$ cat config.mk
export PLATFORM = sky130hd
export DESIGN_NAME = ddio_acq_sequencer
export DESIGN_NICKNAME = d
export VERILOG_FILES = /design/src/rtl/acq_seq_pkg.sv /design/src/rtl/acq_state_reg.sv /design/src/rtl/ddio_acq_sequencer.sv
export SDC_FILE = /design/constraint.sdc
export NUM_CORES = 1
export LEC_CHECK = 0
export BUFFER_PORTS_ARGS = -buffer_cell sky130_fd_sc_hd__buf_2
export CAP_MARGIN = 20
export CORE_MARGIN = 5
export CORE_UTILIZATION = 35
export DETAILED_ROUTE_END_ITERATION = 16
export HOLD_SLACK_MARGIN = 0.02
export SLEW_MARGIN = 20
export SYNTH_ARGS = -nofsm -noshare
export SYNTH_HDL_FRONTEND = slang
export SYNTH_SLANG_ARGS = --single-unit
export TNS_END_PERCENT = 20
$ cat constraint.sdc
create_clock -name clk -period 3.3 [get_ports clk]
set_input_delay 0.66 -clock clk [delete_from_list [all_inputs] [get_ports clk]]
set_output_delay 0.66 -clock clk [all_outputs]
set_load 0.01 [all_outputs]
$ cat src/rtl/acq_seq_pkg.sv
// Shared state encoding for the DDIO acquisition sequencer.
package acq_seq_pkg;

  localparam int ACQ_STATE_W = 3;

  typedef enum logic [ACQ_STATE_W-1:0] {
    IDLE    = 3'd0,
    SETTLE  = 3'd1,
    CAPTURE = 3'd2,
    STALL   = 3'd3,
    FLUSH   = 3'd4,
    DONE    = 3'd5,
    ERROR   = 3'd6
  } acq_state_e;

endpackage

$ cat src/rtl/acq_state_reg.sv
// State register for the acquisition sequencer: loads state_next every clock,
// synchronous active-low reset to IDLE.
module acq_state_reg
  import acq_seq_pkg::*;
#(
  parameter int STATE_W = ACQ_STATE_W
) (
  input  logic               clk,
  input  logic               rst_n,
  input  logic [STATE_W-1:0] state_next,
  output logic [STATE_W-1:0] state_q
);

  always_ff @(posedge clk) begin
    if (!rst_n) state_q <= STATE_W'(IDLE);
    else        state_q <= state_next;
  end

endmodule

$ cat src/rtl/ddio_acq_sequencer.sv
// Sequences one DDIO capture burst: settle the input path, write cfg_len samples
// to the FIFO with back-pressure handling, flush, then report done or timeout.
module ddio_acq_sequencer
  import acq_seq_pkg::*;
#(
  parameter int STATE_W     = 3,
  parameter int CNT_W       = 16,
  parameter int SETTLE_CYC  = 8,
  parameter int FLUSH_CYC   = 2,
  parameter int TIMEOUT_CYC = 4096
) (
  input  logic               clk,
  input  logic               rst_n,
  input  logic               start,
  input  logic               abort,
  input  logic [CNT_W-1:0]   cfg_len,
  input  logic               sample_valid_in,
  input  logic               ready_out,
  output logic               capture_en,
  output logic               wr_en,
  output logic               busy,
  output logic               done,
  output logic               timeout_err,
  output logic               overrun,
  output logic [CNT_W-1:0]   sample_cnt,
  output logic [STATE_W-1:0] state_reg
);

  localparam int SET_W = $clog2(SETTLE_CYC + 1);
  localparam int FLS_W = $clog2(FLUSH_CYC + 1);
  localparam int STL_W = $clog2(TIMEOUT_CYC);

  localparam logic [SET_W-1:0] SETTLE_LAST = SET_W'(SETTLE_CYC - 1);
  localparam logic [FLS_W-1:0] FLUSH_LAST  = FLS_W'(FLUSH_CYC - 1);
  localparam logic [STL_W-1:0] STALL_LAST  = STL_W'(TIMEOUT_CYC - 1);

  logic [STATE_W-1:0] state_raw;
  acq_state_e         state_q;
  acq_state_e         state_d;

  logic [CNT_W-1:0] len_q;
  logic [SET_W-1:0] settle_cnt;
  logic [FLS_W-1:0] flush_cnt;
  logic [STL_W-1:0] stall_cnt;

  logic start_ok;
  logic last_sample;

  acq_state_reg #(.STATE_W(STATE_W)) u_state_reg (
    .clk        (clk),
    .rst_n      (rst_n),
    .state_next (STATE_W'(state_d)),
    .state_q    (state_raw)
  );

  assign state_q     = acq_state_e'(state_raw);
  assign state_reg   = state_raw;
  assign start_ok    = start && (cfg_len != '0);
  assign last_sample = (sample_cnt == (len_q - CNT_W'(1)));

  assign capture_en = (state_q == SETTLE) || (state_q == CAPTURE) || (state_q == STALL);
  assign busy       = (state_q == SETTLE) || (state_q == CAPTURE) || (state_q == STALL) ||
                      (state_q == FLUSH)  || (state_q == DONE);
  assign done       = (state_q == DONE);
  assign wr_en      = (state_q == CAPTURE) && sample_valid_in && ready_out;

  // Next state; reset lives in the state register, abort overrides everything else.
  always_comb begin
    state_d = state_q;
    if (abort) begin
      state_d = IDLE;
    end else begin
      case (state_q)
        IDLE, ERROR: if (start_ok) state_d = SETTLE;
        SETTLE:      if (settle_cnt == SETTLE_LAST) state_d = CAPTURE;
        CAPTURE: begin
          if (wr_en && last_sample) state_d = FLUSH;
          else if (!ready_out)      state_d = STALL;
        end
        STALL: begin
          if (ready_out)                    state_d = CAPTURE;
          else if (stall_cnt == STALL_LAST) state_d = ERROR;
        end
        FLUSH:   if (flush_cnt == FLUSH_LAST) state_d = DONE;
        DONE:    state_d = IDLE;
        default: state_d = IDLE;
      endcase
    end
  end

  always_ff @(posedge clk) begin
    if (!rst_n) begin
      len_q       <= '0;
      sample_cnt  <= '0;
      settle_cnt  <= '0;
      flush_cnt   <= '0;
      stall_cnt   <= '0;
      timeout_err <= 1'b0;
      overrun     <= 1'b0;
    end else if (abort) begin
      sample_cnt <= '0;
      settle_cnt <= '0;
      flush_cnt  <= '0;
      stall_cnt  <= '0;
    end else begin
      case (state_q)
        IDLE, ERROR: begin
          if (start_ok) begin
            len_q       <= cfg_len;
            sample_cnt  <= '0;
            settle_cnt  <= '0;
            timeout_err <= 1'b0;
            overrun     <= 1'b0;
          end
        end
        SETTLE: begin
          if (settle_cnt == SETTLE_LAST) settle_cnt <= '0;
          else                           settle_cnt <= settle_cnt + SET_W'(1);
        end
        CAPTURE: begin
          if (wr_en) sample_cnt <= sample_cnt + CNT_W'(1);
          stall_cnt <= '0;
          flush_cnt <= '0;
        end
        STALL: begin
          // A sample arriving while the FIFO is full is lost; remember that it happened.
          if (sample_valid_in) overrun <= 1'b1;
          if (ready_out) begin
            stall_cnt <= '0;
          end else if (stall_cnt == STALL_LAST) begin
            stall_cnt   <= '0;
            timeout_err <= 1'b1;
          end else begin
            stall_cnt <= stall_cnt + STL_W'(1);
          end
        end
        FLUSH: begin
          if (flush_cnt == FLUSH_LAST) flush_cnt <= '0;
          else                         flush_cnt <= flush_cnt + FLS_W'(1);
        end
        default: ;
      endcase
    end
  end

endmodule

======== Word-level counts from Yosys, hierarchy flattened ========
Index checks and enable logic that the tools add are counted.
storage, ports and cells
  flip-flop bits (word level) ............. 55
  output and inout bits ................... 25
  word-level logic and storage cells ...... 82
cells by class
  $add $sub $neg .......................... 5
  equality and inequality tests ........... 19
  muxes and demuxes ....................... 25
  bitwise operators ....................... 2
  reductions and logical operators ........ 23
operator list
  cell                   number
  $mux 16                2
  $pmux 16 s2            1
  $mux 12                2
  $pmux 12 s2            1
  $mux 3                 7
  $add 16x1->16 const B  1
  $eq 16x16->1           1
  $reduce_bool 16->1     1
  $sub 16x1->16 const B  1
  $pmux 3 s5             1
  $add 12x1->12 const B  1
  $eq 12x12->1 const B   1
  $reduce_and 5->1       2
  $reduce_bool 2->1      5
  $eq 3x3->1 const B     3
  $mux 4                 2
  $ne 2x2->1 const B     4
  $pmux 4 s2             1
  $eq 3x2->1 const B     2
  $ne 2x1->1 const B     3
  $ne 3x2->1 const B     2
  $reduce_and 3->1       2
  $add 4x1->4 const B    1
  $eq 4x3->1 const B     1
  other kinds (14)       26

======== Depth between registers and ports, before layout ========
Gate-level depths: netlist (run 1).
  depth after elaboration ................. 6
  gate-level depth with buffers ........... 9
  mapped depth without buffers ............ 9

======== Modules after synthesis ========
Synthesis (run 1) repeated with hierarchy kept, for this count alone.
second synthesis, totals
  cells, all modules ...................... 376
  area total of the unflattened synthesis .. 3241.9 um^2
by module, submodules not included
  module              times used  cells each  area an instance (um^2)  seq. area each (um^2)
  ddio_acq_sequencer  1           370         3163.0                   1041.0
  acq_state_reg       1           6           78.8                     60.1

======== Worst setup path after synthesis (run 1) ========
No wires, ideal clock.
  path kind ............................... reg-to-reg
  from .................................... register len_q[0]
  to ...................................... register u_state_reg.state_q[1]
  data arrival time ....................... 2.341 ns
  setup slack ............................. 0.825 ns
  stages on the path, launching flop included .. 10
  buffers on the path ..................... 0
  cells stage by stage .................... dfxtp_1 -> inv_1 -> ha_1 -> or4b_4 -> nor3_1 -> xnor2_1 -> nand2_1 -> or4b_2 -> nor4_2 -> a31oi_1
on the way
  word-level cells in the longest chain between the ends .. 5
  elaborated cells on any way between the ends .. 7
  those cells by class .................... add/sub (1); eq/ne (2); mux (2); reduce/logical (2)
ends and longest elaborated chain
  item                                                                    RTL line                   source
  start: declaration                                                      ddio_acq_sequencer.sv:41   logic [CNT_W-1:0] len_q;
  start signal: assignment                                                ddio_acq_sequencer.sv:109  len_q <= cfg_len;
  $sub 16x1->16 (*)                                                       ddio_acq_sequencer.sv:59   assign last_sample = (sample_cnt == (len_q - CNT_W'(1)));
  $eq 16x16->1 (*)                                                        ddio_acq_sequencer.sv:59
  $logic_and 1x1->1 (*)                                                   ddio_acq_sequencer.sv:77   if (wr_en && last_sample) state_d = FLUSH;
  $ne 3x2->1 (no source line) / $mux 3 (equally long branches)            n/a
  $reduce_and 5->1 (no source line) / $pmux 3 s5 (equally long branches)  n/a
  end signal: assignment                                                  acq_state_reg.sv:15        if (!rst_n) state_q <= STATE_W'(IDLE);
  end signal: assignment                                                  acq_state_reg.sv:16        else state_q <= state_next;
  end: declaration                                                        acq_state_reg.sv:11        output logic [STATE_W-1:0] state_q
Mark *: on every way between the ends. The rest lies on a longest branch, timed or not.
A chain may end at the register's enable or synchronous reset.

======== Worst setup path after layout (run 1) ========
Same ends and word-level chain as after synthesis.

==> results summary, run 1 <==
The sequential area share after synthesis is 35.5%. From synthesis to final layout, the design area changed by 12.9%. After detailed routing, the number of vias per cell comes to 5.10.

The total half-perimeter wirelength after legalization and detailed placement came out at 5480 um. The depth of the CTS H-tree is 2. The number of buffers on the longest clock path is 2. The analysis attributes to net switching a power of 346 uW. In the final layout, the share of cells above drive strength 1 is 16.2%. After synthesis the cells add up to 3100 um2. The capturing point of the worst reg2reg path is u_state_reg.state_q[1]. Clock tree synthesis selected as its root buffer the cell sky130_fd_sc_hd__clkbuf_8. The global placement routability congestion is 0.837. In the synthesized netlist, the cells that appear most often are sky130_fd_sc_hd__dfxtp_1 (55), sky130_fd_sc_hd__nor2_1 (47), sky130_fd_sc_hd__mux2i_1 (21), sky130_fd_sc_hd__xnor2_1 (21).

The worst reg-to-reg setup slack came out at 580 ps. The die footprint came out at 10,800 um2. The largest fanout of any net on the critical path is 6. The number of rows in the core area came out at 34.

The count of buffers inserted at the top-level ports came out at 46. The fraction of power spent switching nets is 25.8%. The post-cts hold buffer count is 0. The period utilization is 82.3%. For this configuration, the core starts out at a cell density of 35.7%. The detailed-route via count came out at 2,625. The number of buffers inserted to repair setup after CTS came out at 0. The largest net degree at the start of global routing is 20.

The relative contribution of combinational cells to total power came out at 15.2%. The final cell count without fillers came out at 515. Clock tree synthesis inserted a total of 5 buffers. The clock-pin slew of the registers on the worst-case setup and hold paths came out at 100 ps.

The total nets after synthesis is 397. The floorplan step set the die width to 104 um. The number of gates given a new drive strength after cts came out at 0. The startpoint identified for the worst hold timing path is flush_cnt[1]. The count of yosys warnings during synthesis came out at 0. The critical register-to-register path startpoint is len_q[0]. The number of pins exceeding their max-slew limit in the final report is 0. The wire length of the first global-routing pass is 12,400 um. The start-to-end type of the worst setup path is reg2reg. Counting flops and latches in the post-synthesis netlist gives 55.

Along the worst hold path, the cell count comes to 1. The internal cell power is 994 uW. Global routing used 13.6% of the available tracks across all layers. The overall overflow remaining after global route is 0. The share of total power dissipated in sequential elements is 52.1%. The remaining max-slew budget at the tightest pin came out at 33.5%.

The upper clock frequency limit came out at 0.368 GHz. The worst setup path is launched from a flip-flop. The post-route DRC violation count is 0. Setup violations remaining at the end of the flow were counted as 0. The flow ran to the end, and the final reports show no timing, DRC or antenna violations. The total leakage power came out at 0.00132 uW. The insertion delay to the later sink of the worst-skew pair is 310 ps. The share of flip-flops with an asynchronous set or reset after synthesis is 0%. The number of antenna cells inserted came out at 0.

The most common flop cell mapped by yosys is sky130_fd_sc_hd__dfxtp_1. In this run the biggest area consumer among cell types represents 35.5% of the synthesized area. The number of flops mapped to enable cells by yosys came out at 0. The die is 104 um tall. Per report_power, the clock group accounts for 32.7% of the total.

TritonCTS built the clock tree. In this run the remaining antenna-violating nets after routing total 0. The aggregate negative setup slack is 0 ps.

The average routed wire per standard cell came out at 13.8 um. The length of the first detailed-routing pass in iterations came out at 4. Data arrives at the worst endpoint at 2900 ps. The final-stage net count is 433. The initial DRC count came out at 106. The routed wire length is 7100 um.

sky130_fd_sc_hd__dfxtp_1 is the most common cell in the netlist. The path with the worst hold slack has its endpoint at flush_cnt[1]. The initial antenna violation count is 0.

The number of distinct library cells after synthesis came out at 59. The ratio of total power to cell area came out at 383 nW/um2. STA classifies the critical path endpoint as a flip-flop. The largest voltage drop on the vdd net is 0.230 mV. The number of cells on the worst reg-to-reg path is 9.

Across the routed clock network, the largest skew measured is 11.4 ps. The clock sink count came out at 55. By area the synthesized netlist is led by sky130_fd_sc_hd__dfxtp_1 (36%), sky130_fd_sc_hd__mux2i_1 (6.8%), sky130_fd_sc_hd__xnor2_1 (5.9%).

The floorplan core area came out at 8680 um2. The required arrival time at the worst endpoint came out at 3480 ps. The clock period minus final worst setup slack is 2720 ps. After detailed placement, the design holds a cell count of 508.

The final hold violation count came to 0. Setup repair after global routing left no endpoint under its margin. The worst hold path belongs to the class reg2reg. The measured slew at the worst slew-check pin is 996 ps. The boundary pin count is 47.

The number of maximum-capacitance constraint violations came out at 0. The mean cell area of the mapped netlist came out at 8.35 um2. The cell count after synthesis is 371. The via count of the first global-routing pass came to 2,532.

The synthesized design spends more area on one cell type than any other, namely sky130_fd_sc_hd__dfxtp_1.
[worst max-delay path: stages, from the launching register on]
cell and delay, ps:
sky130_fd_sc_hd__dfxtp_1 380, sky130_fd_sc_hd__inv_1 80, sky130_fd_sc_hd__ha_1 200, sky130_fd_sc_hd__or4b_4 530, sky130_fd_sc_hd__nor3_1 210, sky130_fd_sc_hd__xnor2_1 150
sky130_fd_sc_hd__nand2_1 60, sky130_fd_sc_hd__or4b_2 610, sky130_fd_sc_hd__nor4_2 230, sky130_fd_sc_hd__a31oi_1 120
[cell families (layout without fill, tap and decap cells)]
family	Yosys count	count (layout)	share of synthesized area [%]
muxes	22	22	7.15
buffers and inverters	29	65	3.92
AOI/OAI and AO/OA	52	52	10.4
and+or+nand+nor	172	172	30.9
DFF	55	55	35.5
xor gates and xnor gates	37	37	10.5
adders and majority gates	4	4	1.62
[registers in the layout (all words and copies together), names as in the netlist]
name / count
stall_cnt: 12
sample_cnt: 16
settle_cnt: 4
u_state_reg.state_q: 3
len_q: 16
timeout_err: 1
flush_cnt: 2
overrun: 1
[through the flow]
step | util (%) | instance area (um2) | hold WS [ps] | setup slack (ps) | power, uW
floorplan | - | 3100 | 427 | 825 | 866
global placement | 39.1 | 3390 | 432 | 647 | 915
detailed placement | 39.1 | 3390 | 452 | 609 | 918
CTS | 40.3 | 3500 | 466 | 569 | 1360
global route | 40.3 | 3500 | 476 | 326 | 1420
finish | 40.3 | 3500 | 462 | 584 | 1340
[worst max-delay path by stage]
stage / from / end / slack (ps)
6_report: len_q[0] / u_state_reg.state_q[1] / 580
5_1_grt: len_q[0] / u_state_reg.state_q[1] / 330
4_1_cts: len_q[0] / u_state_reg.state_q[1] / 570
3_5_place_dp: len_q[0] / u_state_reg.state_q[1] / 610
3_3_place_gp: len_q[0] / u_state_reg.state_q[1] / 650
2_1_floorplan: len_q[0] / u_state_reg.state_q[1] / 820
[layout by cell type, fill, tap and decap left out, types with 2 or more instances in the layout]
cell type,count
sky130_fd_sc_hd__dfxtp_1,55
sky130_fd_sc_hd__nor2_1,47
sky130_fd_sc_hd__buf_2,46
sky130_fd_sc_hd__mux2i_1,21
sky130_fd_sc_hd__xnor2_1,21
sky130_fd_sc_hd__nor2b_1,19
sky130_fd_sc_hd__nor3_1,19
sky130_fd_sc_hd__nand2_1,19
sky130_fd_sc_hd__a21oi_1,16
sky130_fd_sc_hd__xor2_1,16
sky130_fd_sc_hd__o21ai_0,14
sky130_fd_sc_hd__nand4_1,12
sky130_fd_sc_hd__inv_1,11
sky130_fd_sc_hd__nand3_1,10
sky130_fd_sc_hd__nor4_1,7
sky130_fd_sc_hd__and4_1,5
sky130_fd_sc_hd__and2_1,5
sky130_fd_sc_hd__clkbuf_8,5
sky130_fd_sc_hd__or3_1,4
sky130_fd_sc_hd__and3_1,4
sky130_fd_sc_hd__ha_1,4
sky130_fd_sc_hd__a31oi_1,3
sky130_fd_sc_hd__nor3_2,2
sky130_fd_sc_hd__nand2b_1,2
sky130_fd_sc_hd__nand3b_1,2
sky130_fd_sc_hd__a211oi_1,2
sky130_fd_sc_hd__nor4b_1,2
sky130_fd_sc_hd__a21o_1,2
[power groups by stage]
stage | logic (uW) | clock network (uW) | registers (uW)
after detailed placement | 204 | 0 | 714
after CTS | 205 | 461 | 699
after global placement | 202 | 0 | 713
after floorplan | 161 | 0 | 705
final | 204 | 438 | 698
after global routing | 230 | 485 | 702
[final cells by class]
cell class,count,area (um2)
well taps,108,135
multi-input cells,287,1880
inverters,11,41.3
clock inverters,2,37.5
clock buffers,5,68.8
repair buffers,47,238
flip-flops and latches,55,1100
fillers,936,5180
[routing by layer]
layer	vias up	part of all wire, %	GRT usage [%]
met1	1199	49	17.8
met3	5	4.5	3.79
met4	0	1.1	3.33
li1	1378	-	-
met2	43	45	22.2
met5	-	0	0
Note: power is estimated with default switching activity, not from simulation.
==> inputs of run 2 (changes only) <==
==> constraint.sdc (replaced) <==
create_clock -name clk -period 2.5 [get_ports clk]
set_input_delay 0.5 -clock clk [delete_from_list [all_inputs] [get_ports clk]]
set_output_delay 0.5 -clock clk [all_outputs]
set_load 0.01 [all_outputs]
==> run 2 against run 1 <==
  * The run now ends with setup timing left
  * Critical path depth up 1
  * Wire length up 7.4%
  * Final cell count up 4.1%
  * Count of clock-buffer cells in the layout up 1
  * Clock skew down 8.6 ps
  * Design area up 6.7%
  * Critical endpoint unchanged
==> results summary, run 2 (synthesis gave the netlist of run 1 again) <==
The post-cts hold buffer count came out at 0 (unchanged). The hold-critical path depth is 3 (was 1). The clock tree from TritonCTS is done (unchanged). The clock sink count came out at 55 (unchanged). The number of pins exceeding their max-slew limit in the final report is 0 (unchanged).

The library cell contributing the largest single delay on the critical path was sky130_fd_sc_hd__or4b_4 (was sky130_fd_sc_hd__or4b_2). The floorplan die height is 104 um (unchanged). The type of the tightest min-delay check is in2reg (was reg2reg). The largest voltage drop on the vdd net came out at 0.329 mV (was 0.230 mV). The number of antenna cells inserted came to 0 (unchanged). Largest regs: len_q: 16 flops, sample_cnt: 16 flops, stall_cnt: 12 flops (unchanged).

The clock period minus final worst setup slack is 2550 ps (was 2720 ps). The global placement routability congestion came out at 0.819 (was 0.837). The upper clock frequency limit is 0.392 GHz (was 0.368 GHz). The total leakage power is 0.00145 uW (was 0.00132 uW).

The cell chosen for the clock root was sky130_fd_sc_hd__clkbuf_8 (unchanged). The capturing point of the worst reg2reg path is u_state_reg.state_q[1] (unchanged). Commonest non-fill, non-tap cells in the layout: sky130_fd_sc_hd__dfxtp_1 (53), sky130_fd_sc_hd__nor2_1 (47), sky130_fd_sc_hd__buf_2 (46) (was sky130_fd_sc_hd__dfxtp_1 (55), sky130_fd_sc_hd__nor2_1 (47), sky130_fd_sc_hd__buf_2 (46)). The startpoint type of the worst setup path is a flip-flop (unchanged).

The floorplan core area is 8680 um2 (unchanged). The most common cell after layout, fill and taps aside is sky130_fd_sc_hd__dfxtp_1 (unchanged). The detail-routed via count per cell came to 5.19 (was 5.10). The initial antenna violation count is 0 (unchanged). The required arrival time at the worst endpoint came out at 2690 ps (was 3480 ps). The routed wire length was 7630 um (was 7100 um).

The TritonCTS buffer count is 5 (unchanged). The count of buffers inserted at the top-level ports came out at 46 (unchanged). The worst-case setup margin in the final layout is -51.0 ps (was 584 ps). The filler cell count is 900 (was 936).

The die footprint is 10,800 um2 (unchanged). Worst path cell trace: inv_2 > ha_4 > or4b_4 > buf_6 > nor4b_4 > mux2_4 > mux2i_2 > a32oi_2 > nor4_4 > a31oi_1 (was inv_1 > ha_1 > or4b_4 > nor3_1 > xnor2_1 > nand2_1 > or4b_2 > nor4_2 > a31oi_1). The global-route usage over all layers came to 14.0% (was 13.6%).

The measured slew at the worst slew-check pin is 608 ps (was 996 ps). The boundary pin count came to 47 (unchanged). The setup slack after placement came out at -71.2 ps (was 609 ps). The number of rows in the core area came out at 34 (unchanged). The largest fanout of any net on the critical path came to 3 (was 6). The post-placement cell count came out at 526 (was 508). The insertion delay to the later sink of the worst-skew pair is 310 ps (about the same).

The number of cells traversed by the worst register-to-register path is 10 (was 9). The area growth from synthesis to layout is 20.4% (was 12.9%). The number of nets with antenna violations after routing came out at 0 (unchanged). The length of the first detailed-routing pass in iterations is 4 (unchanged). The ratio of total power to cell area is 526 nW/um2 (was 383 nW/um2). The depth of the CTS H-tree is 2 (unchanged).

The post-route DRC violation count is 0 (unchanged). The number of buffers on the longest clock path is 2 (unchanged). The end of the worst hold path is overrun (was flush_cnt[1]). The kind of end point of the critical path is a flip-flop (unchanged). The starting density of the core came out at 35.7% (unchanged). The final-report setup violation count came out at 2 (was 0). The start-to-end type of the worst setup path is reg2reg (unchanged). The final reports fail on setup timing.

The final-stage net count is 453 (was 433). The worst reg-to-reg setup slack is -50 ps (was 580 ps). The critical register-to-register path startpoint is len_q[1] (was len_q[0]). The largest net degree at the start of global routing is 20 (unchanged). The overall overflow remaining after global route came out at 0 (unchanged). The period utilization is 102% (was 82.3%). The critical path's largest stage delay is 490 ps (was 610 ps). The initial DRC count is 127 (was 106). The ratio of cells with drive above 1 in the final layout was 22.0% (was 16.2%). The clock-pin slew of the registers on the worst-case setup and hold paths came to 100 ps (about the same). Status: finished with violations (was finished clean). The worst path arrival time was 2740 ps (was 2900 ps).

The detailed-route via count came out at 2,783 (was 2,625). The via count of the first global-routing pass came out at 2,652 (was 2,532). The remaining max-slew budget at the tightest pin is 59.2% (was 33.5%). The final core utilization came out at 43.0% (was 40.3%). The total half-perimeter wirelength after legalization and detailed placement came out at 5790 um (was 5480 um). The final cell count without fillers is 536 (was 515). The final hold violation count came out at 0 (unchanged).

The average routed wire per standard cell is 14.2 um (was 13.8 um). Setup repair after global routing missed its margin: true (was false). The wire length of the first global-routing pass came to 12,800 um (was 12,400 um). The startpoint of the lowest-slack hold path is sample_valid_in (was flush_cnt[1]). The final worst hold slack is 424 ps (was 462 ps). The maximum clock skew at final layout came out at 2.72 ps (was 11.4 ps). The number of maximum-capacitance constraint violations came out at 0 (unchanged). The die boundary width is 104 um (unchanged).
run 2: metal layers:
| metal | share of wire, % | track usage, % |
|---|---|---|
| met1 | 47 | 18.1 |
| met2 | 47 | 23.3 |
| met3 | 4.7 | 3.04 |
| met4 | 1.0 | 4.07 |
| met5 | 0 | 0 |
run 2: cell type report:
type	count	area (um2)	share of cell area, %
flip-flops and latches	55	1100	29.6
inverters	11	41.3	1.11
clock buffers	6	72.6	1.95
repair buffers	67	392	10.5
multi-input cells	287	1930	51.6
well taps	108	135	3.62
clock inverters	2	60.1	1.61
run 2: critical path, delay by kind of cell (launching register included):
| family | cells | cell delay [ps] |
|---|---|---|
| flip-flops | 1 | 330 |
| AND/OR/NAND/NOR | 3 | 1030 |
| buffers and inverters | 2 | 210 |
| multiplexers | 2 | 510 |
| adder cells (fa/ha/maj) | 1 | 130 |
| AO/OA/AOI/OAI | 2 | 220 |
run 2: worst max-delay path by stage:
stage               startpoint                endpoint  slack (ps)  cells past startpoint
global placement      len_q[0]  u_state_reg.state_q[1]          70                      9
finish                len_q[1]  u_state_reg.state_q[1]         -50                     10
global route          len_q[1]  u_state_reg.state_q[1]        -180                     10
floorplan             len_q[0]  u_state_reg.state_q[1]          20                      9
detailed placement    len_q[0]  u_state_reg.state_q[1]         -70                      9
CTS                   len_q[1]  u_state_reg.state_q[1]           5                     10
run 2: where the power goes:
group | leakage [uW] | switching, uW | internal [uW]
clock | 0.0000654 | 296 | 401
sequential | 0.000446 | 20.7 | 893
combinational | 0.000939 | 181 | 170
total | 0.00145 | 497 | 1460
run 2: per-stage QoR:
stage	total power (uW)	setup TNS (ps)	cell area, um2
after global placement	1240	0	3530
after detailed placement	1250	-115	3530
after floorplan	1140	0	3100
after global routing	2050	-335	3730
final	1960	-90.6	3730
after CTS	1970	0	3720
run 2: repair_timing:
item / 4_1_cts / 5_1_grt
endpoints found under the setup margin: 2 / 18
buffers inserted: 2 / 0
pin swaps: 5 / 0
resized for setup: 12 / 2
